**config.mk**
```make
export PLATFORM = sky130hd
export DESIGN_NAME = uart_tx_queue
export DESIGN_NICKNAME = d
export VERILOG_FILES = /design/src/rtl/uart_tx_queue.sv
export SDC_FILE = /design/constraint.sdc
export NUM_CORES = 1
export LEC_CHECK = 0
export CAP_MARGIN = 20
export CORE_ASPECT_RATIO = 0.5
export CORE_MARGIN = 10
export CORE_UTILIZATION = 65
export DETAILED_ROUTE_END_ITERATION = 8
export DONT_BUFFER_PORTS = 1
export PLACE_DENSITY = 0.81
export SKIP_CTS_REPAIR_TIMING = 1
export SLEW_MARGIN = 15
export SYNTH_ARGS = -nofsm -noshare
export SYNTH_HDL_FRONTEND = slang
export SYNTH_SLANG_ARGS = --single-unit
```
**constraint.sdc**
```tcl
create_clock -name iCE_CLK -period 9.45 [get_ports iCE_CLK]
set_input_delay 0 -clock iCE_CLK [delete_from_list [all_inputs] [get_ports iCE_CLK]]
set_output_delay 0 -clock iCE_CLK [all_outputs]
set_load 0.02 [all_outputs]
```
**src/rtl/uart_tx_queue.sv**
```systemverilog
// uart_tx_queue: byte FIFO feeding an 8N1 UART transmitter with back-to-back framing
module uart_tx_queue #(
  parameter int BAUD_RATE    = 9600,
  parameter int SYS_CLK_FREQ = 12000000,
  parameter int FIFO_DEPTH   = 8
) (
  input  logic                           iCE_CLK,
  input  logic                           rst_n,
  input  logic                           wr_en,
  input  logic [7:0]                     wr_data,
  output logic                           full,
  output logic                           overflow,
  output logic [$clog2(FIFO_DEPTH):0]    fifo_count,
  output logic                           tx,
  output logic                           is_transmitting
);
  localparam int CPB = SYS_CLK_FREQ / BAUD_RATE;
  localparam int AW  = $clog2(FIFO_DEPTH);
  localparam int CW  = $clog2(CPB);
  localparam logic [CW-1:0] CNT_MAX = CW'(CPB - 1);

  typedef enum logic [1:0] {IDLE, START, DATA, STOP} state_e;

  state_e        state_q, state_d;
  logic [CW-1:0] cnt_q, cnt_d;
  logic [2:0]    bit_q, bit_d;
  logic [7:0]    shift_q, shift_d;
  logic [7:0]    mem_q [FIFO_DEPTH];
  logic [AW-1:0] wr_ptr_q, rd_ptr_q;
  logic [AW:0]   count_q, count_d;
  logic          full_q, overflow_q, tx_q, tx_d;
  logic          push, pop, bit_end;

  // Full is judged on the registered flag, so a same-cycle pop never frees room for this write.
  assign push    = wr_en && !full_q;
  assign bit_end = cnt_q == CNT_MAX;
  assign count_d = count_q + (AW+1)'(push) - (AW+1)'(pop);

  // Next-state: bit timing, shifting and pops; tx is derived from the next state so it stays registered.
  always_comb begin
    state_d = state_q;
    bit_d   = bit_q;
    shift_d = shift_q;
    pop     = 1'b0;
    cnt_d   = (state_q == IDLE || bit_end) ? '0 : cnt_q + CW'(1);
    case (state_q)
      IDLE: if (count_q != '0) begin
        pop     = 1'b1;
        shift_d = mem_q[rd_ptr_q];
        state_d = START;
      end
      START: if (bit_end) begin
        bit_d   = 3'd0;
        state_d = DATA;
      end
      DATA: if (bit_end) begin
        shift_d = shift_q >> 1;
        bit_d   = bit_q + 3'd1;
        state_d = (bit_q == 3'd7) ? STOP : DATA;
      end
      STOP: if (bit_end) begin
        pop     = count_q != '0;
        shift_d = pop ? mem_q[rd_ptr_q] : shift_q;
        state_d = pop ? START : IDLE;
      end
      default: state_d = IDLE;
    endcase
    tx_d = (state_d == START) ? 1'b0 : (state_d == DATA) ? shift_d[0] : 1'b1;
  end

  // Control state, FIFO pointers and registered outputs.
  always_ff @(posedge iCE_CLK or negedge rst_n) begin
    if (!rst_n) begin
      state_q    <= IDLE;
      cnt_q      <= '0;
      bit_q      <= '0;
      shift_q    <= '0;
      wr_ptr_q   <= '0;
      rd_ptr_q   <= '0;
      count_q    <= '0;
      full_q     <= 1'b0;
      overflow_q <= 1'b0;
      tx_q       <= 1'b1;
    end else begin
      state_q    <= state_d;
      cnt_q      <= cnt_d;
      bit_q      <= bit_d;
      shift_q    <= shift_d;
      wr_ptr_q   <= wr_ptr_q + AW'(push);
      rd_ptr_q   <= rd_ptr_q + AW'(pop);
      count_q    <= count_d;
      full_q     <= count_d == (AW+1)'(FIFO_DEPTH);
      overflow_q <= wr_en && full_q;
      tx_q       <= tx_d;
    end
  end

  // FIFO storage captures the byte at push time.
  always_ff @(posedge iCE_CLK) begin
    if (push) mem_q[wr_ptr_q] <= wr_data;
  end

  assign full            = full_q;
  assign overflow        = overflow_q;
  assign fifo_count      = count_q;
  assign tx              = tx_q;
  assign is_transmitting = state_q != IDLE;
endmodule

```
==> flow_summary.ini <==
[logic_synthesis]
syn_area_per_cell_um2 = 15.53
syn_nets = 311
ys_ff_latch = 101
synth_area_leader_cell = edfxtp_1
ys.warnings.count = 0
synth.top_cells.by_count = edfxtp_1, dfrtp_1, inv_1, nor2_1
netlist_area_mm2 = 0.004395
yosysSeqAreaShare = 0.6482
syn_inst = 283
yosysUniqueCellTypes = 55
synth_edf_count = 64
ys_async_sr_fraction = 0.3663
synth_most_common_cell = edfxtp_1
synth_ff_type = edfxtp_1
netlist_top_cells_area = edfxtp_1, dfrtp_1, mux4_2
yosysTopAreaCellShare = 0.4372

[sta]
fin_tns_setup_ps = 0
finalMaxSlewViolations = 0
maxSlewHeadroom = 0.4354
max_freq_ghz = 0.2638
setup_viol = 0
timing.final.crit_period_ps = 3791
fin_skew_ps = 7.245
period_share = 0.4012
hold_viol = 0
rsz0062_at_grt = false
worst_pin_slew_ps = 843.7

[worst_setup_path]
crit_buf_inv = 0
crit_path_cell_trace = or4b_4 -> o41a_1 -> or3_2 -> or2_1 -> ha_1 -> a21o_1 -> a21oi_1 -> xor2_1 -> nor4b_1
cp-start-kind = flop
max_stage_delay_ps = 580
worstPathRequired_ps = 9630
crit_fanout = 5
cp_top_family = simple AND/OR/NAND/NOR gates
rrSetupSlack_ps = 5660
endpoint_kind = flop
cp.arrival_ps = 3970
path_class = reg -> reg
reg2regPathDepth = 9
r2r-end = full
rr_startpoint = cnt_q[3]
cp_slowest_cell = or4b_4

[clocking]
insertion_delay_ps = 350
clock_sinks = 101
cts_htree_levels = 3
clk_pin_slew_ps = 70
cts_tree = done
numCtsBuffers = 9
cts_buffer_depth = 2
cts_root_buf = clkbuf_16

[global_route]
overflow = 0
grt_max_degree = 38
grt_pass1_vias = 2588
track_usage = 0.1642
grt_pass1_wl_mm = 13.26
grt_antenna_before_repair = 1

[detailed_routing]
ant_nets = 0
wirelength_mm = 8.672
drtPass1Iterations = 4
drt_iter0_drc = 157
vias_per_cell = 6.255
drc = 0
drt-wirelength-per-cell_um = 21.68
num_vias = 2502

[power_and_ir_drop]
p_per_area_mw_per_mm2 = 219.4
ir_drop_v = 0.0001372
power.leakage_uw = 0.001869
finalPower_uw = 1087

[floorplan]
coreArea_mm2 = 0.006621
die_area_mm2 = 0.01065
rows = 21
initial_core_util = 0.6638
die_width_um = 136.3
die_h_um = 78.15
pin_count = 19

[outcome]
status = completed

[cells_and_area]
area_growth_pct = 12.70
nFillCells = 381
antennaDiodeCount = 0
fin_util = 0.7481
fin_nets = 332
drive_above_1_share = 0.1591

[min_path]
hp-class = in -> async

[place]
detailed_place_hpwl_mm = 5.597
gp_congestion = 0.8577
portBuffers = 0

[run]
drv_cap = 0
==> metrics by stage <==
stage / cells / area (um^2) / setup WS [ps] / hold WS (ps)
floorplan: 283 / 4395 / 6271 / -295.6
global placement: 373 / 4517 / 6187 / -293.8
detailed placement: 373 / 4517 / 6014 / -294.0
CTS: 388 / 4806 / 5868 / -660.8
global route: 400 / 4954 / 5644 / 155.6
finish: 400 / 4954 / 5659 / 120.9
==> cell type report <==
cell class	instances	area [um^2]	area share
clock buffers	10	229.0	0.04622
clock inverters	5	60.06	0.01212
inverters	18	67.56	0.01364
multi-input cells	156	1440	0.2907
flip-flops and latches	101	2849	0.5751
well taps	92	115.1	0.02324
repair buffers	18	192.7	0.03890
==> cells by family after synthesis <==
group                    after synthesis  share of synthesized area
buffers and inverters                 26                    0.02419
XOR/XNOR                              14                    0.02790
adder cells (fa/ha/maj)               17                    0.05010
AND/OR/NAND/NOR                       62                    0.07857
flip-flops                           101                     0.6482
AO/OA/AOI/OAI                         39                    0.07088
multiplexers                          24                     0.1002
==> flip-flops by register name (all words and copies together) (netlist names) <==
register / cells
wr_ptr_q: 3
mem_q: 64
cnt_q: 11
fifo_count: 4
shift_q: 8
bit_q: 3
state_q: 2
overflow: 1
tx: 1
full: 1
rd_ptr_q: 3
==> routing by layer <==
layer | GRT usage | up-vias | share of wire | wire length [um]
met5 | 0 | - | 0.0015 | 13
met4 | 0.05074 | 2 | 0.015 | 128
met3 | 0.07052 | 18 | 0.077 | 670
met2 | 0.2775 | 74 | 0.52 | 4487
met1 | 0.1868 | 1287 | 0.39 | 3372
li1 | - | 1121 | - | -
==> power breakdown <==
group | total, uW | internal, uW | leakage [uW] | switching, uW
clock | 361 | 205 | 0.000141 | 156
sequential | 578 | 533 | 0.00104 | 44.6
combinational | 148 | 60.6 | 0.000689 | 87.1
==> worst register-to-register path: stages, from the launching register on <==
cell and delay, ps:
dfrtp_1 410, or4b_4 580, o41a_1 430, or3_2 540
or2_1 290, ha_1 290, a21o_1 160, a21oi_1 210
xor2_1 260, nor4b_1 470
==> layout by cell type (no fill, tap or decap), types with 3 or more instances in the layout <==
cell	synthesis	final
edfxtp_1	64	64
dfrtp_1	36	36
inv_1	17	17
nor2_1	17	17
mux4_2	16	16
ha_1	16	16
nand2_1	12	12
dlygate4sd3_1	0	10
clkbuf_16	0	9
xor2_1	8	8
mux2i_1	8	8
a21o_1	6	6
xnor2_1	6	6
o22ai_1	6	6
buf_4	0	6
nor3b_1	5	5
nor3_1	4	4
a21oi_1	3	3
o21ai_0	3	3
and2_1	3	3
nand3_1	3	3
o2bb2ai_1	3	3
==> how the worst max path moves through the flow <==
stage,from,slack (ps),cells past startpoint,end
after floorplan,cnt_q[3],6270,9,full
after CTS,cnt_q[3],5870,9,full
after detailed placement,cnt_q[3],6010,9,full
after global placement,cnt_q[3],6190,9,full
final,cnt_q[3],5660,9,full
after global routing,cnt_q[3],5640,9,full
Note: power is estimated with default switching activity, not from simulation.
